### src/rtl/phase_seq_if.sv
// Handshake bundle between requesting agents and phase_seq_arbiter.
// The abort line exists only when SEQ_ABORT_EN is defined.
interface phase_seq_if #(
  parameter int CNT_W = 8
);
  logic [1:0]       req;
  logic [CNT_W-1:0] dwell;
`ifdef SEQ_ABORT_EN
  logic             abort;
`endif
  logic [1:0]       grant;
  logic [1:0]       state;
  logic             busy;
  logic             done;

  modport master (
`ifdef SEQ_ABORT_EN
    output abort,
`endif
    output req, dwell,
    input  grant, state, busy, done
  );

  modport slave (
`ifdef SEQ_ABORT_EN
    input  abort,
`endif
    input  req, dwell,
    output grant, state, busy, done
  );
endinterface

### src/rtl/phase_seq_arbiter.sv
// Round-robin arbiter and dwell timer driving the IDLE->RUN->PH2->PH3 phase code.
// Optional SEQ_ABORT_EN adds an abort input that ends a sequence from RUN or PH2.
module phase_seq_arbiter #(
  parameter int CNT_W = 8
) (
  input logic        clk,
  input logic        rst_n,
  phase_seq_if.slave bus
);

  // The datapath decodes these codes directly, so the encoding is pinned.
  typedef enum logic [1:0] {
    IDLE = 2'b00,
    RUN  = 2'b01,
    PH2  = 2'b10,
    PH3  = 2'b11
  } state_e;

  state_e           state_q, state_nxt;
  logic [1:0]       grant_q, grant_nxt;
  logic [CNT_W-1:0] cnt_q, cnt_nxt;
  logic             prio_q, prio_nxt;
  logic             busy_q, busy_nxt;
  logic             done_q, done_nxt;
  logic             abort_req;

`ifdef SEQ_ABORT_EN
  assign abort_req = bus.abort;
`else
  assign abort_req = 1'b0;
`endif

  // NOTE: every signal gets its default before the case so no path leaves one
  // unassigned; otherwise synthesis would infer a latch.
  always_comb begin
    state_nxt = state_q;
    grant_nxt = grant_q;
    cnt_nxt   = cnt_q;
    prio_nxt  = prio_q;
    unique case (state_q)
      IDLE: begin
        if (bus.req != 2'b00) begin
          unique case (bus.req)
            2'b01:   grant_nxt = 2'b01;
            2'b10:   grant_nxt = 2'b10;
            default: grant_nxt = prio_q ? 2'b10 : 2'b01;
          endcase
          state_nxt = RUN;
          cnt_nxt   = (bus.dwell == '0) ? CNT_W'(1) : bus.dwell;
        end
      end
      RUN: begin
        if (abort_req) begin
          state_nxt = IDLE;
          grant_nxt = 2'b00;
          prio_nxt  = grant_q[0];
        end else if (cnt_q == CNT_W'(1)) begin
          state_nxt = PH2;
        end else begin
          cnt_nxt = cnt_q - CNT_W'(1);
        end
      end
      PH2: begin
        if (abort_req) begin
          state_nxt = IDLE;
          grant_nxt = 2'b00;
          prio_nxt  = grant_q[0];
        end else begin
          state_nxt = PH3;
        end
      end
      default: begin
        // Serving requester 0 hands the tie-break to requester 1, and vice versa.
        state_nxt = IDLE;
        grant_nxt = 2'b00;
        prio_nxt  = grant_q[0];
      end
    endcase
    busy_nxt = (state_nxt != IDLE);
    done_nxt = (state_nxt == PH3);
  end

  // NOTE: state registers use non-blocking assignments so every flop samples
  // the pre-edge values regardless of statement order.
  always_ff @(posedge clk) begin
    if (!rst_n) begin
      state_q <= IDLE;
      grant_q <= 2'b00;
      cnt_q   <= '0;
      prio_q  <= 1'b0;
      busy_q  <= 1'b0;
      done_q  <= 1'b0;
    end else begin
      state_q <= state_nxt;
      grant_q <= grant_nxt;
      cnt_q   <= cnt_nxt;
      prio_q  <= prio_nxt;
      busy_q  <= busy_nxt;
      done_q  <= done_nxt;
    end
  end

  assign bus.grant = grant_q;
  assign bus.state = state_q;
  assign bus.busy  = busy_q;
  assign bus.done  = done_q;

endmodule

### src/flat_wrapper.sv
// flat-port wrapper written by rule: the top's interface ports become plain ports
module phase_seq_arbiter_flat 
#(
  parameter int CNT_W = 8
)
  (clk, rst_n, bus_req, bus_dwell, bus_grant, bus_state, bus_busy, bus_done);
  phase_seq_if #(.CNT_W(CNT_W)) bus_i ();
  input logic clk;
  input logic rst_n;
  input wire logic [$bits(bus_i.req)-1:0] bus_req;
  input wire logic [$bits(bus_i.dwell)-1:0] bus_dwell;
  output wire logic [$bits(bus_i.grant)-1:0] bus_grant;
  output wire logic [$bits(bus_i.state)-1:0] bus_state;
  output wire logic [$bits(bus_i.busy)-1:0] bus_busy;
  output wire logic [$bits(bus_i.done)-1:0] bus_done;
  assign bus_i.req = bus_req;
  assign bus_i.dwell = bus_dwell;
  assign bus_grant = bus_i.grant;
  assign bus_state = bus_i.state;
  assign bus_busy = bus_i.busy;
  assign bus_done = bus_i.done;
  phase_seq_arbiter #(.CNT_W(CNT_W)) u_core (.clk(clk), .rst_n(rst_n), .bus(bus_i));
endmodule
### config.mk
export PLATFORM = sky130hd
export DESIGN_NAME = phase_seq_arbiter_flat
export DESIGN_NICKNAME = d
export VERILOG_FILES = /design/src/rtl/phase_seq_if.sv /design/src/rtl/phase_seq_arbiter.sv /design/src/flat_wrapper.sv
export SDC_FILE = /design/constraint.sdc
export NUM_CORES = 1
export LEC_CHECK = 0
export ABC_AREA = 1
export CORE_MARGIN = 10
export CORE_UTILIZATION = 47
export DETAILED_ROUTE_END_ITERATION = 16
export PLACE_DENSITY = 0.72
export SETUP_SLACK_MARGIN = 0.5
export SLEW_MARGIN = 40
export SYNTH_ARGS = -nofsm -noshare
export SYNTH_HDL_FRONTEND = slang
export SYNTH_SLANG_ARGS = --single-unit
### constraint.sdc
create_clock -name clk -period 1.4 [get_ports clk]
set_clock_uncertainty 0.1 [all_clocks]
set_input_delay 0.28 -clock clk [delete_from_list [all_inputs] [get_ports clk]]
set_output_delay 0.28 -clock clk [all_outputs]
set_load 0.005 [all_outputs]
==> summary.md <==
| Metric | Value |
|---|---|
| First-pass GRT wire length | `4710 um` |
| Vias in the first global route | `1,113` |
| Failing checks | `setup timing` |
| ANT nets after route | `0` |
| Wirelength per Cell | `14.2 um` |
| CP startpoint kind | `flip-flop` |
| Avg Cell Area, Syn | `6.52 um^2` |
| Synth unique cells | `24` |
| GR Overflow Total | `0` |
| Status | `complete, but fails checks` |
| TritonCTS Buffers | `3` |
| Non-Filler Instances | `238` |
| GP Congestion | `0.922` |
| Clk network pwr share | `0.127` |
| Input/output buffers | `17` |
| Synthesis-to-layout area growth | `59.4%` |
| CP bufs+invs | `4` |
| Sink Count | `15` |
| Vias/cell | `5.13` |
| Period Utilization, post-route | `1.11` |
| Power Density | `1170 nW/um^2` |
| Worst Path Max Fanout | `8` |
| Crit-path max cell delay | `0.36 ns` |
| P_leak | `0.000830 uW` |
| Synth top area share | `0.284` |
| Die Area | `4540 um^2` |
| Nets | `234` |
| CTS max path bufs | `2` |
| Total number of vias | `1,222` |
| Share of layout cells above drive strength 1 | `0.419` |
| # Max-Cap Violations | `0` |
| Worst setup margin | `-0.148 ns` |
| Worst Tran Pin Value | `0.300 ns` |
| Chip width | `67.4 um` |
| # DRC | `0` |
| Core Util, Final | `0.776` |
| CTS tree | `built` |
| Worst Path Required | `1.49 ns` |
| Netlist Area Pre-Place | `1060 um^2` |
| Reg2reg start | `u_core.bus.state[0]` |
| Antenna cell count | `0` |
| Post-DP HPWL | `2230 um` |
| Top Family by Delay on Critical Path | `flip-flops` |
| DR iter-0 viols | `52` |
| Int Power | `1140 uW` |
| I/O pin count | `18` |
| Crit-path cells | `buf_6 > inv_4 > ha_4 > nand2_2 > inv_2 > a21oi_4 > nand2_4 > inv_8 > nand2_1 > nand2_1 > a21oi_2` |
| Crit end category | `flip-flop` |
| CP max stage cell | `dfxtp_4` |
| CP Class | `flip-flop to flip-flop` |
| Yosys Warn Count | `0` |
| CP startpoint | `u_core.bus.state[0]` |
| DR pass1 iterations | `4` |
| Mapped Nets | `185` |
| Register area share after synthesis | `0.284` |
| Clock transition at path regs | `0.09 ns` |
| Die span in y | `67.4 um` |
| Part of the power in registers | `0.290` |
| Clock root buffer master | `clkbuf_4` |
| Synth area leader | `dfxtp_1` |
| Core area | `2170 um^2` |
| Final setup fails | `13` |
| Footprint of the multi-input gates | `772 um^2` |
| GRT Overall Usage | `0.134` |
| Maximum VDD drop | `838 uV` |
| Hold Startpoint | `u_core.bus.grant[1]` |
| Switch Pwr | `833 uW` |
| Switch share | `0.423` |
| Critical Path Most Common Cell | `nand2_1` |
| Max Fclk | `646 MHz` |
| Combinational share of power | `0.583` |
| Clock period minus worst slack | `1.55 ns` |
| Max-slew violations | `0` |
| FILL cells | `156` |
| WP data arrival | `1.64 ns` |
| Largest cells by area after synthesis | `dfxtp_1 28%, nand2_1 13%, ha_1 13%, inv_1 8.9%, nor2_1 7.8%` |
| CTS Hold Bufs | `0` |
| Detailed Route WL | `3380 um` |
| Placed cells | `224` |
| Unrepaired setup endpoints after global routing | `yes` |
| Initial antenna violation count | `0` |
| Row count | `17` |
| Synth Instances | `162` |
| Endpoints failing hold | `0` |
| Hold/Removal Path Class | `flip-flop to flip-flop` |
| Rel. slew slack | `0.800` |
| Initial Util | `0.487` |
| CTS H-Tree Depth | `1` |
| Sequential cell area | `313 um^2` |
| Clk_lat worst skew | `0.29 ns` |
| Synthesized flop and latch total | `15` |
| Pin count of the biggest net entering global routing | `9` |
-- tightest hold or removal path: cells and delay by family (launching register included) --
family	cells	cell delay, ns
AO/OA/AOI/OAI	1	0.06
flip-flops	1	0.33
AND/OR/NAND/NOR	1	0.06
-- synth_stat cells --
library cell and n:
ha_1 11, nor2_4 1, nand2_2 2, nand3_1 11
nand3b_1 1, nor2_1 22, o211ai_1 1, nand3_2 1
or2_1 1, or2_2 1, nand2_4 1, a21oi_1 7
buf_2 1, o22ai_1 2, o21ai_1 3, dfxtp_1 15
nand2_1 37, a21oi_4 1, a21oi_2 1, inv_4 1
nor2_2 2, inv_1 25, inv_2 5, o21ai_0 9
-- metal layers --
metal	global-route usage	wire [um]	vias to the layer above
met3	0.0248	136	10
met4	0.0872	96	0
li1	-	-	602
met1	0.142	1280	572
met5	0	0	-
met2	0.237	1860	38
-- placed cells by master (no fill, tap or decap), types with 2 or more instances in the layout --
cell type / instances
nand2_1: 29
buf_4: 22
nor2_1: 21
inv_1: 18
buf_6: 12
nand3_1: 11
inv_2: 10
clkdlybuf4s50_1: 9
dfxtp_1: 9
nand2_2: 8
o21ai_1: 7
a21oi_2: 5
ha_1: 5
ha_4: 5
dfxtp_2: 4
nor2_4: 3
nand2_4: 3
o21ai_0: 3
a21oi_1: 3
clkbuf_4: 3
inv_4: 2
o22ai_1: 2
o21ai_2: 2
dlygate4sd2_1: 2
dfxtp_4: 2
-- power groups by stage --
| stage | clock, uW | sequential, uW | combinational (uW) |
|---|---|---|---|
| 2_1_floorplan | 0 | 573 | 575 |
| 5_1_grt | 270 | 579 | 1260 |
| 6_report | 250 | 572 | 1150 |
| 3_3_place_gp | 0 | 576 | 863 |
| 4_1_cts | 257 | 570 | 984 |
| 3_5_place_dp | 0 | 579 | 879 |
-- timing repair --
action,in CTS,in global routing
setup buffers,5,5
gates resized for setup,47,31
pin swaps,10,9
hold endpoints to repair,0,0
endpoints found under the setup margin,21,21
-- logic make-up after synthesis --
kind of cell    synth area share
flops                      0.284
buf+inv                    0.117
fa+ha+maj                  0.130
simple gates               0.335
compound gates             0.133
-- flip-flops by register name, summed over array words and instances (netlist names) --
name	cells
u_core.bus.done	1
u_core.prio_q	1
u_core.bus.busy	1
u_core.bus.grant	2
u_core.cnt_q	8
u_core.bus.state	2
-- cell type report --
cell class,instances,area share
Clock buffer,4,0.0156
Timing Repair Buffer,45,0.242
Tap cell,28,0.0208
Multi-Input combinational cell,115,0.459
Inverter,31,0.0766
Sequential cell,15,0.186
-- final timing paths --
check	to	slack, ns	cells after the start
max	u_core.cnt_q[3]	-0.15	11
min	u_core.bus.grant[1]	0.38	2
max reg2reg	u_core.cnt_q[3]	-0.15	11
min reg2reg	u_core.bus.grant[1]	0.38	2
-- per-stage QoR --
| stage | power, uW | setup TNS (ns) | hold slack, ns | worst slack [ns] | area [um^2] |
|---|---|---|---|---|---|
| 2_1_floorplan | 1150 | -0.0212 | 0.273 | -0.0212 | 1100 |
| 3_3_place_gp | 1440 | -5.16 | 0.348 | -0.515 | 1430 |
| 3_5_place_dp | 1460 | -5.62 | 0.354 | -0.570 | 1430 |
| 4_1_cts | 1810 | -0.733 | 0.371 | -0.0923 | 1560 |
| 5_1_grt | 2110 | -2.35 | 0.396 | -0.232 | 1680 |
| 6_report | 1970 | -1.21 | 0.375 | -0.148 | 1680 |
(Power assumes the default switching activity.)
